`src/rtl/thresh_ramp_pkg.sv`:
```
// Shared types and constants for the threshold ramp controller and its dry-path delay.
// Holds the FSM state encoding, the threshold ceiling and the default parameter values.
package thresh_ramp_pkg;

    typedef enum logic [1:0] {
        IDLE,
        RAMP,
        TO_BYP,
        BYP
    } state_t;

    localparam logic [3:0]  THRESH_MAX       = 4'hF;
    localparam int unsigned DEF_STEP_SAMPLES = 64;
    localparam logic [3:0]  DEF_RESET_THRESH = 4'd8;
    localparam int unsigned DEF_COMP_LAT     = 4;
    localparam int unsigned AUDIO_W          = 16;

    // One LSB toward goal; goal is always within 0..15, so this never wraps.
    function automatic logic [3:0] step_toward(input logic [3:0] cur, input logic [3:0] goal);
        if (goal > cur) begin
            return cur + 4'd1;
        end else if (goal < cur) begin
            return cur - 4'd1;
        end
        return cur;
    endfunction

endpackage

```
`src/rtl/flex_buffer.sv`:
```
// Single pipeline register stage of configurable width; one link of the dry delay line.
module flex_buffer #(
    parameter int unsigned NUM_BITS = 16
) (
    input  logic                clk,
    input  logic                n_rst,
    input  logic [NUM_BITS-1:0] data_in,
    output logic [NUM_BITS-1:0] data_out
);

    logic [NUM_BITS-1:0] data_q;

    // NOTE: the delay line is reset so audio_out is silence, not stale samples, after reset.
    always_ff @(posedge clk or negedge n_rst) begin
        if (!n_rst) begin
            data_q <= '0;
        end else begin
            data_q <= data_in;
        end
    end

    assign data_out = data_q;

endmodule

```
`src/rtl/thresh_ramp_ctrl_dry_delay.sv`:
```
// Dry-path delay matching the compressor latency: a chain of COMP_LAT register stages.
module dry_delay
    import thresh_ramp_pkg::*;
#(
    parameter int unsigned COMP_LAT = DEF_COMP_LAT,
    parameter int unsigned NUM_BITS = AUDIO_W
) (
    input  logic                clk,
    input  logic                n_rst,
    input  logic [NUM_BITS-1:0] dry_in,
    output logic [NUM_BITS-1:0] dry_out
);

    logic [NUM_BITS-1:0] stage [COMP_LAT+1];

    assign stage[0] = dry_in;

    for (genvar i = 0; i < COMP_LAT; i++) begin : g_stage
        flex_buffer #(
            .NUM_BITS (NUM_BITS)
        ) u_buf (
            .clk      (clk),
            .n_rst    (n_rst),
            .data_in  (stage[i]),
            .data_out (stage[i+1])
        );
    end

    assign dry_out = stage[COMP_LAT];

endmodule

```
`src/rtl/thresh_ramp_ctrl.sv`:
```
// Ramps the compressor threshold one LSB per STEP_SAMPLES sample ticks toward a host target,
// sequences click-free bypass entry/exit, and registers the final wet/dry audio output.
module thresh_ramp_ctrl
    import thresh_ramp_pkg::*;
#(
    parameter int unsigned STEP_SAMPLES = DEF_STEP_SAMPLES,
    parameter logic [3:0]  RESET_THRESH = DEF_RESET_THRESH,
    parameter int unsigned COMP_LAT     = DEF_COMP_LAT
) (
    input  logic        clk,
    input  logic        n_rst,
    input  logic        sample_tick,
    input  logic        cfg_valid,
    output logic        cfg_ready,
    input  logic [3:0]  cfg_thresh,
    input  logic        cfg_bypass,
    output logic [3:0]  thresh_out,
    output logic        bypass,
    output logic        ramp_active,
    output logic        ramp_done,
    input  logic [15:0] dry_in,
    input  logic [15:0] wet_in,
    output logic [15:0] audio_out
);

    localparam int unsigned     CNT_W    = (STEP_SAMPLES > 1) ? $clog2(STEP_SAMPLES) : 1;
    localparam logic [CNT_W-1:0] CNT_LAST = CNT_W'(STEP_SAMPLES - 1);

    state_t           state_q, state_d;
    logic [3:0]       thresh_q, thresh_d;
    logic [3:0]       target_q, target_d;
    logic             bypass_q, bypass_d;
    logic             done_q, done_d;
    logic [CNT_W-1:0] step_cnt_q, step_cnt_d;
    logic [15:0]      audio_q, audio_d;
    logic [15:0]      dry_dly;
    logic             accept;
    logic             ramping;
    logic             step_evt;
    logic [3:0]       next_thresh;

    assign cfg_ready   = (state_q == IDLE) || (state_q == BYP);
    assign ramping     = (state_q == RAMP) || (state_q == TO_BYP);
    assign accept      = cfg_valid && cfg_ready;
    assign step_evt    = ramping && sample_tick && (step_cnt_q == CNT_LAST);
    assign next_thresh = step_toward(thresh_q, (state_q == TO_BYP) ? THRESH_MAX : target_q);

    // Counter is zero outside the ramp states, which also covers the clear on accept.
    always_comb begin : step_counter
        step_cnt_d = '0;
        if (ramping && !step_evt) begin
            step_cnt_d = sample_tick ? step_cnt_q + 1'b1 : step_cnt_q;
        end
    end

    always_comb begin : fsm_next
        // NOTE: every _d gets a default before the case, so no path can infer a latch.
        state_d  = state_q;
        thresh_d = thresh_q;
        target_d = target_q;
        bypass_d = bypass_q;
        done_d   = 1'b0;
        case (state_q)
            IDLE: begin
                if (accept) begin
                    target_d = cfg_thresh;
                    if (cfg_bypass) begin
                        if (thresh_q == THRESH_MAX) begin
                            state_d  = BYP;
                            bypass_d = 1'b1;
                            done_d   = 1'b1;
                        end else begin
                            state_d = TO_BYP;
                        end
                    end else if (cfg_thresh == thresh_q) begin
                        done_d = 1'b1;
                    end else begin
                        state_d = RAMP;
                    end
                end
            end
            RAMP: begin
                if (step_evt) begin
                    thresh_d = next_thresh;
                    if (next_thresh == target_q) begin
                        state_d = IDLE;
                        done_d  = 1'b1;
                    end
                end
            end
            TO_BYP: begin
                if (step_evt) begin
                    thresh_d = next_thresh;
                    if (next_thresh == THRESH_MAX) begin
                        state_d  = BYP;
                        bypass_d = 1'b1;
                        done_d   = 1'b1;
                    end
                end
            end
            BYP: begin
                if (accept) begin
                    target_d = cfg_thresh;
                    if (cfg_bypass) begin
                        done_d = 1'b1;
                    end else begin
                        // Leave the dry path first; the ramp down runs on the wet path.
                        bypass_d = 1'b0;
                        if (cfg_thresh == thresh_q) begin
                            state_d = IDLE;
                            done_d  = 1'b1;
                        end else begin
                            state_d = RAMP;
                        end
                    end
                end
            end
            default: state_d = IDLE;
        endcase
    end

    assign audio_d = bypass_q ? dry_dly : wet_in;

    // NOTE: sequential state uses non-blocking assignments so all flops update together.
    always_ff @(posedge clk or negedge n_rst) begin
        if (!n_rst) begin
            state_q    <= IDLE;
            thresh_q   <= RESET_THRESH;
            target_q   <= RESET_THRESH;
            bypass_q   <= 1'b0;
            done_q     <= 1'b0;
            step_cnt_q <= '0;
            audio_q    <= '0;
        end else begin
            state_q    <= state_d;
            thresh_q   <= thresh_d;
            target_q   <= target_d;
            bypass_q   <= bypass_d;
            done_q     <= done_d;
            step_cnt_q <= step_cnt_d;
            audio_q    <= audio_d;
        end
    end

    dry_delay #(
        .COMP_LAT (COMP_LAT),
        .NUM_BITS (16)
    ) u_dry_delay (
        .clk     (clk),
        .n_rst   (n_rst),
        .dry_in  (dry_in),
        .dry_out (dry_dly)
    );

    assign thresh_out  = thresh_q;
    assign bypass      = bypass_q;
    assign ramp_active = ramping;
    assign ramp_done   = done_q;
    assign audio_out   = audio_q;

endmodule

```
`config.mk`:
```
export PLATFORM = sky130hd
export DESIGN_NAME = thresh_ramp_ctrl
export DESIGN_NICKNAME = d
export VERILOG_FILES = /design/src/rtl/thresh_ramp_pkg.sv /design/src/rtl/flex_buffer.sv /design/src/rtl/thresh_ramp_ctrl_dry_delay.sv /design/src/rtl/thresh_ramp_ctrl.sv
export SDC_FILE = /design/constraint.sdc
export NUM_CORES = 1
export LEC_CHECK = 0
export CORE_MARGIN = 3
export CORE_UTILIZATION = 45
export CTS_BUF_LIST = sky130_fd_sc_hd__clkbuf_16
export CTS_CLUSTER_SIZE = 8
export DETAILED_ROUTE_END_ITERATION = 12
export PLACE_DENSITY = 0.8
export SLEW_MARGIN = 40
export SYNTH_ARGS = -nofsm -noshare
export SYNTH_HDL_FRONTEND = slang
export SYNTH_HIERARCHICAL = 1
export SYNTH_SLANG_ARGS = --single-unit
```
`constraint.sdc`:
```
create_clock -name clk -period 3.7 [get_ports clk]
set_clock_uncertainty 0.2 [all_clocks]
set_input_delay 0.74 -clock clk [delete_from_list [all_inputs] [get_ports clk]]
set_output_delay 0.74 -clock clk [all_outputs]
set_load 0.05 [all_outputs]
```
# --- Word level (Yosys, flattened, before mapping) ---
# Cells that the tools add are included.
totals:
  register_bits: 98
  inputBits: 41
  output_inout_bits: 24
  wordCells: 90
classes:
  n_addsub: 3
  magnitude_cmp: 2
  eq_ne: 19
  mux: 40
  reduce_logical: 15
op_table:
  columns: ["cell", "n"]
  rows:
  - ["2-to-1 mux 1 bit", 21]
  - ["2-to-1 mux 2 bit", 9]
  - ["2-to-1 mux 16 bit", 1]
  - ["2-to-1 mux 4 bit", 4]
  - ["AND reduction 8 bit", 2]
  - ["inequality test 2 bit, second input constant", 7]
  - ["2-to-1 mux 6 bit", 2]
  - ["equality test 4 bit", 2]
  - ["equality test 4 bit, second input constant", 2]
  - ["one-hot mux 2 bit (4 select lines)", 1]
  - ["adder 6 x 1 -> 6 bit, second input constant", 1]
  - ["equality test 6 bit, second input constant", 1]
  - ["inequality test 2 x 1 -> 1 bit, second input constant", 3]
  - ["adder 4 x 1 -> 4 bit, second input constant", 1]
  - ["equality test 2 bit, second input constant", 2]
  - ["greater-than comparator 4 bit", 1]
  - ["logical AND 1 bit", 4]
  - ["< comparator 4 bit", 1]
  - ["one-hot mux 1 bit (4 select lines)", 1]
  - ["AND reduction 2 bit", 2]
  - ["OR reduction 2 bit", 2]
  - ["subtractor 4 x 1 -> 4 bit, second input constant", 1]
  - ["inequality test 3 bit, second input constant", 1]
  - ["one-hot mux 1 bit (3 select lines)", 1]
  - ["other kinds (5)", 6]

# --- Logic depth before layout (Yosys ltp) ---
logic_depth:
  depth_word: 10
  ltp_mapped: 16

# --- Modules after synthesis ---
# Netlist, hierarchy kept.
by_module_without_submodules:
  columns: ["module", "instances", "cells_each", "area_per_inst_um2"]
  rows:
  - ["thresh_ramp_ctrl", 1, 175, 1956.9]
  - ["flex_buffer", 4, 16, 400.4]

# --- Worst setup path before layout ---
# Ideal clock, no wire load.
synth_path:
  path_kind: "register to register"
  start: "register state_q[0]"
  end: "register bypass_q, in the netlist bypass"
  setup_time_ns: 0.079
  arrival_time_ns: 3.665
  setup_slack_ns: -0.245
  path_stages_with_launch: 17
  n_path_buf: 1
  synth_period_minus_slack_ns: 3.945
  cell_sequence: "dfrtp_1 inv_1 ha_1 clkbuf_1 or2_2 ha_1 nor2b_1 o211ai_1 a21o_1 fa_1 xor2_1 and3b_1 mux2i_1 nor3_2 nand3_1 a221oi_1 mux2i_1"
synth_via:
  elab_chain_cells: 9
synth_lines:
  columns: ["element", "line_no", "rtl"]
  rows:
  - ["from (decl)", "thresh_ramp_ctrl.sv:29", "state_t state_q, state_d;"]
  - ["from (signal assigned)", "thresh_ramp_ctrl.sv:135", "state_q <= state_d;"]
  - ["equality test 2 bit", "thresh_ramp_ctrl.sv:43, thresh_ramp_ctrl.sv:46, thresh_ramp_ctrl.sv:63", null]
  - ["2-to-1 mux 4 bit", "thresh_ramp_ctrl.sv:46", "assign next_thresh = step_toward(thresh_q, (state_q == TO_BYP) ? THRESH_MAX : target_q);"]
  - ["< comparator 4 bit", "thresh_ramp_pkg.sv:22", "end else if (goal < cur) begin"]
  - ["2-to-1 mux 1 bit", "thresh_ramp_pkg.sv:22", null]
  - ["2-to-1 mux 1 bit", "thresh_ramp_pkg.sv:20", "if (goal > cur) begin"]
  - ["2-to-1 mux 4 bit", "thresh_ramp_pkg.sv:25", "return cur;"]
  - ["equality test 4 bit", "thresh_ramp_ctrl.sv:94", "if (next_thresh == THRESH_MAX) begin"]
  - ["inequality test 2 x 1 -> 1 bit (no line)", null, null]
  - ["AND reduction 8 bit (no line)", null, null]
  - ["to (signal assigned)", "thresh_ramp_ctrl.sv:138", "bypass_q <= bypass_d;"]
  - ["to (decl)", "thresh_ramp_ctrl.sv:32", "logic bypass_q, bypass_d;"]
# Several ways; a longest one is shown, not always the timed one.
# A chain may end at the register's enable or synchronous reset.

# --- Worst setup path after layout ---
layout_path:
  start: "register state_q[1]"
  end: "register state_q[0]"
layout_via:
  elab_chain_cells: 9
layout_lines:
  columns: ["element", "line_no"]
  rows:
  - ["equality test 2 bit", "thresh_ramp_ctrl.sv:43, thresh_ramp_ctrl.sv:46, thresh_ramp_ctrl.sv:63"]
  - ["2-to-1 mux 4 bit", "thresh_ramp_ctrl.sv:46"]
  - ["< comparator 4 bit", "thresh_ramp_pkg.sv:22"]
  - ["2-to-1 mux 1 bit", "thresh_ramp_pkg.sv:22"]
  - ["2-to-1 mux 1 bit", "thresh_ramp_pkg.sv:20"]
  - ["2-to-1 mux 4 bit", "thresh_ramp_pkg.sv:25"]
  - ["equality test 4 bit, on equally long branches", "thresh_ramp_ctrl.sv:94, thresh_ramp_ctrl.sv:85"]
  - ["inequality test 2 x 1 -> 1 bit (no line)", null]
  - ["AND reduction 8 bit (no line)", null]
# Several ways; a longest one is shown, not always the timed one.

==> insert_results.sql <==
INSERT INTO impl_metrics (metric_group, metric, value, unit) VALUES
('timing', 'slew_viol_final', '0', ''),
('placed_design', 'routability_congestion_estimate', '0.8787', ''),
('placed_design', 'numPortBuffers', '64', ''),
('detailed_routing', 'routed_wire_length_per_instance', '15.03', 'microns'),
('grt', 'm1_gr_usage', '18.96', '%'),
('logic_synthesis', 'synth_sequential_area_ratio', '68.99', '%'),
('logic_synthesis', 'synth.lib_cells_used.distinct', '36', ''),
('placed_design', 'placement.cell_area', '4385', 'sq um'),
('logic_synthesis', 'synth_top_family_by_area', 'multiplexers', ''),
('die', 'die_area', '9011', 'sq um'),
('logic_synthesis', 'synth.most_common_cell', 'sky130_fd_sc_hd__dfrtp_1', ''),
('timing', 'timing_worst_slew_pin_value', '0.5628', 'ns'),
('job', 'cap_violations', '0', ''),
('timing', 'timing_hold_violations_final', '0', ''),
('timing', 'period_minus_slack', '3.597', 'ns'),
('logic_synthesis', 'synth.cells.most_frequent', 'sky130_fd_sc_hd__dfrtp_1, sky130_fd_sc_hd__mux2_2, sky130_fd_sc_hd__nor2_1, sky130_fd_sc_hd__ha_1, sky130_fd_sc_hd__xor2_1', ''),
('detailed_routing', 'route.detailed.vias_per_inst', '4.904', ''),
('logic_synthesis', 'synth-edff-count', '0', ''),
('worst_setup_path', 'timing.reg2reg.worst_path_depth', '15', ''),
('final_layout', 'final_cells', '425', ''),
('logic_synthesis', 'ys_warn_count', '6', ''),
('timing', 'hold_slack', '0.1428', 'ns'),
('detailed_routing', 'drtAntennaViolNets', '0', ''),
('worst_setup_path', 'crit_path_max_fanout', '5', ''),
('outcome', 'result_of_the_run', 'completed', ''),
('final_layout', 'syn2layout_area_growth', '34.56', '%'),
('logic_synthesis', 'yosys-top-cells-area', 'sky130_fd_sc_hd__dfrtp_1, sky130_fd_sc_hd__mux2_2, sky130_fd_sc_hd__ha_1', ''),
('logic_synthesis', 'synth_xor_xnor_area_share', '4.677', '%'),
('clock_tree', 'cts_buffer_depth', '2', ''),
('detailed_routing', 'initialDrtViolationCount', '90', ''),
('final_layout', 'multiInputGateArea', '1151', 'sq um'),
('clock_tree', 'path_clk_slew', '0.07', 'ns'),
('final_layout', 'final_util', '64.30', '%'),
('logic_synthesis', 'syn-cell-area', '3558', 'sq um'),
('detailed_routing', 'post-route-drc-count', '0', ''),
('logic_synthesis', 'mappedNetlistNets', '292', ''),
('hold_path', 'timing.hold.worst.class', 'primary input to async pin', ''),
('timing', 'max_freq', '278.0', 'MHz'),
('worst_setup_path', 'critPathLaunchType', 'flop', ''),
('die', 'die_h', '94.93', 'microns'),
('logic_synthesis', 'synth_simple_gate_area_share', '8.052', '%'),
('worst_setup_path', 'data_arrival_time_of_the_critical_path', '3.60', 'ns'),
('die', 'row_count', '31', ''),
('worst_setup_path', 'critPathRequiredTime', '3.70', 'ns'),
('grt', 'grt_start_max_net_pins', '37', ''),
('worst_setup_path', 'critical_path_class', 'flop to flop', ''),
('die', 'placeableCoreArea', '7447', 'sq um'),
('grt', 'track_usage', '15.59', '%'),
('grt', 'globalRouteOverflowTotal', '0', ''),
('clock_tree', 'clock-root-buffer', 'sky130_fd_sc_hd__clkbuf_16', ''),
('clock_tree', 'cts_inserted_buffers', '9', ''),
('clock_tree', 'clkLatencyLatePin', '0.33', 'ns'),
('logic_synthesis', 'netlist.top_cell.by_area', 'sky130_fd_sc_hd__dfrtp_1', ''),
('timing', 'grt_setup_unrepaired', 'true', ''),
('clock_tree', 'tritoncts_clock_tree', 'done', ''),
('grt', 'grt_first_pass_wirelength', '10550', 'microns'),
('power_and_ir_drop', 'total_power', '3.501', 'mW'),
('final_layout', 'antennaDiodeCount', '0', ''),
('final_layout', 'post_route_cells_drive_above_1_share', '21.78', '%'),
('clock_tree', 'clock_tree.htree_level_count', '3', ''),
('grt', 'grt.met2_usage', '25.78', '%'),
('grt', 'busiest_layer', 'met2', ''),
('grt', 'via_count_of_the_first_global_routing_pass', '2191', ''),
('worst_setup_path', 'critPathCaptureType', 'flop', ''),
('die', 'top_level_ports', '65', ''),
('power_and_ir_drop', 'ir_drop', '0.4012', 'mV'),
('logic_synthesis', 'synth-adder-area-share', '4.430', '%'),
('detailed_routing', 'drt-total-wl', '6389', 'microns'),
('placed_design', 'hpwlAfterDp', '4539', 'microns'),
('detailed_routing', 'dr_total_vias', '2084', ''),
('logic_synthesis', 'synthesis.instances', '239', '');
through the flow:
step,setup WS (ns),setup TNS (ns)
2_1_floorplan,0.004956,0
3_3_place_gp,0.08874,0
3_5_place_dp,-0.01950,-0.01950
4_1_cts,-0.01931,-0.01931
5_1_grt,-0.05058,-0.1305
6_report,0.1034,0
kinds of logic after synthesis:
family,count (synthesis)
AO/OA/AOI/OAI,18
multiplexers,28
adder cells (fa/ha/maj),12
AND/OR/NAND/NOR,52
buffers and inverters,12
flip-flops,98
XOR/XNOR,19
layer usage:
metal  up-vias  wire (microns)
met4         0             130
met3        12             312
met2        57            3270
li1        976               -
met1      1039            2676
met5         -               0
cells in the final DEF, fill, tap and decap left out, types with 3 or more instances in the layout:
cell type / Yosys / routed
sky130_fd_sc_hd__nand4_1: 4 / 4
sky130_fd_sc_hd__clkdlybuf4s50_1: 0 / 63
sky130_fd_sc_hd__mux2i_1: 7 / 7
sky130_fd_sc_hd__nand3_1: 6 / 6
sky130_fd_sc_hd__ha_1: 11 / 7
sky130_fd_sc_hd__inv_1: 7 / 6
sky130_fd_sc_hd__xnor2_1: 8 / 7
sky130_fd_sc_hd__nand2b_1: 3 / 3
sky130_fd_sc_hd__buf_4: 0 / 13
sky130_fd_sc_hd__or2_2: 4 / 3
sky130_fd_sc_hd__xor2_1: 11 / 10
sky130_fd_sc_hd__clkbuf_16: 0 / 9
sky130_fd_sc_hd__ha_4: 0 / 4
sky130_fd_sc_hd__a21o_1: 3 / 3
sky130_fd_sc_hd__nand2_1: 7 / 7
sky130_fd_sc_hd__nor2b_1: 4 / 3
sky130_fd_sc_hd__nor2_1: 12 / 12
sky130_fd_sc_hd__dfrtp_1: 96 / 96
sky130_fd_sc_hd__mux2_2: 21 / 21
sky130_fd_sc_hd__nand3b_1: 3 / 3
registers in the layout, summed over array words and instances, names as in the netlist:
| register | flops |
|---|---|
| thresh_out | 4 |
| audio_out | 16 |
| target_q | 4 |
| step_cnt_q | 6 |
| bypass | 1 |
| ramp_done | 1 |
| u_dry_delay/g_stage.u_buf/data_out | 64 |
| state_q | 2 |
report_power, final:
part | leakage [nW] | switching [mW] | internal (mW)
combinational | 0.812 | 0.726 | 0.594
clock | 0.148 | 0.423 | 0.479
sequential | 1.16 | 0.0768 | 1.20
total | 2.12 | 1.23 | 2.28
worst paths after layout:
kind | startpoint | end | slack (ns)
worst max-delay path | state_q[1] | state_q[0] | 0.10
worst min-delay path | n_rst | u_dry_delay/g_stage[0].u_buf/data_out[11] | 0.14
worst max register to register | state_q[1] | state_q[0] | 0.10
worst min register to register | u_dry_delay/g_stage[0].u_buf/data_out[10] | u_dry_delay/g_stage[1].u_buf/data_out[10] | 0.14
max in group asynchronous | n_rst | thresh_out[3] | 2.37
min in group clk | u_dry_delay/g_stage[0].u_buf/data_out[10] | u_dry_delay/g_stage[1].u_buf/data_out[10] | 0.14
cell type report:
type                       count  share of cell area, %
multi-input combinational    129                  24.04
clock buffer                   9                  4.703
inverter                       7                 0.5487
clock inverter                 7                  1.646
sequential                    98                  51.27
tap                           99                  2.587
timing repair buffer          76                  15.21
critical path: stages, from the launching register on:
cell and delay [ns]:
sky130_fd_sc_hd__dfrtp_1 0.43, sky130_fd_sc_hd__ha_4 0.20, sky130_fd_sc_hd__or2_4 0.23, sky130_fd_sc_hd__ha_4 0.26
sky130_fd_sc_hd__nor2b_4 0.13, sky130_fd_sc_hd__o211ai_1 0.11, sky130_fd_sc_hd__a21o_1 0.25, sky130_fd_sc_hd__fa_2 0.38
sky130_fd_sc_hd__xor2_2 0.18, sky130_fd_sc_hd__buf_4 0.15, sky130_fd_sc_hd__xnor2_2 0.09, sky130_fd_sc_hd__nand4_1 0.13
sky130_fd_sc_hd__nand3b_1 0.13, sky130_fd_sc_hd__nand4_1 0.12, sky130_fd_sc_hd__a211o_1 0.34, sky130_fd_sc_hd__mux2i_1 0.13
timing repair:
action	4_1_cts	5_1_grt
endpoints found under the setup margin	3	4
resized for setup	1	10
setup buffers	2	2
pin swaps	4	10
Power figures use the tool's default switching activity.
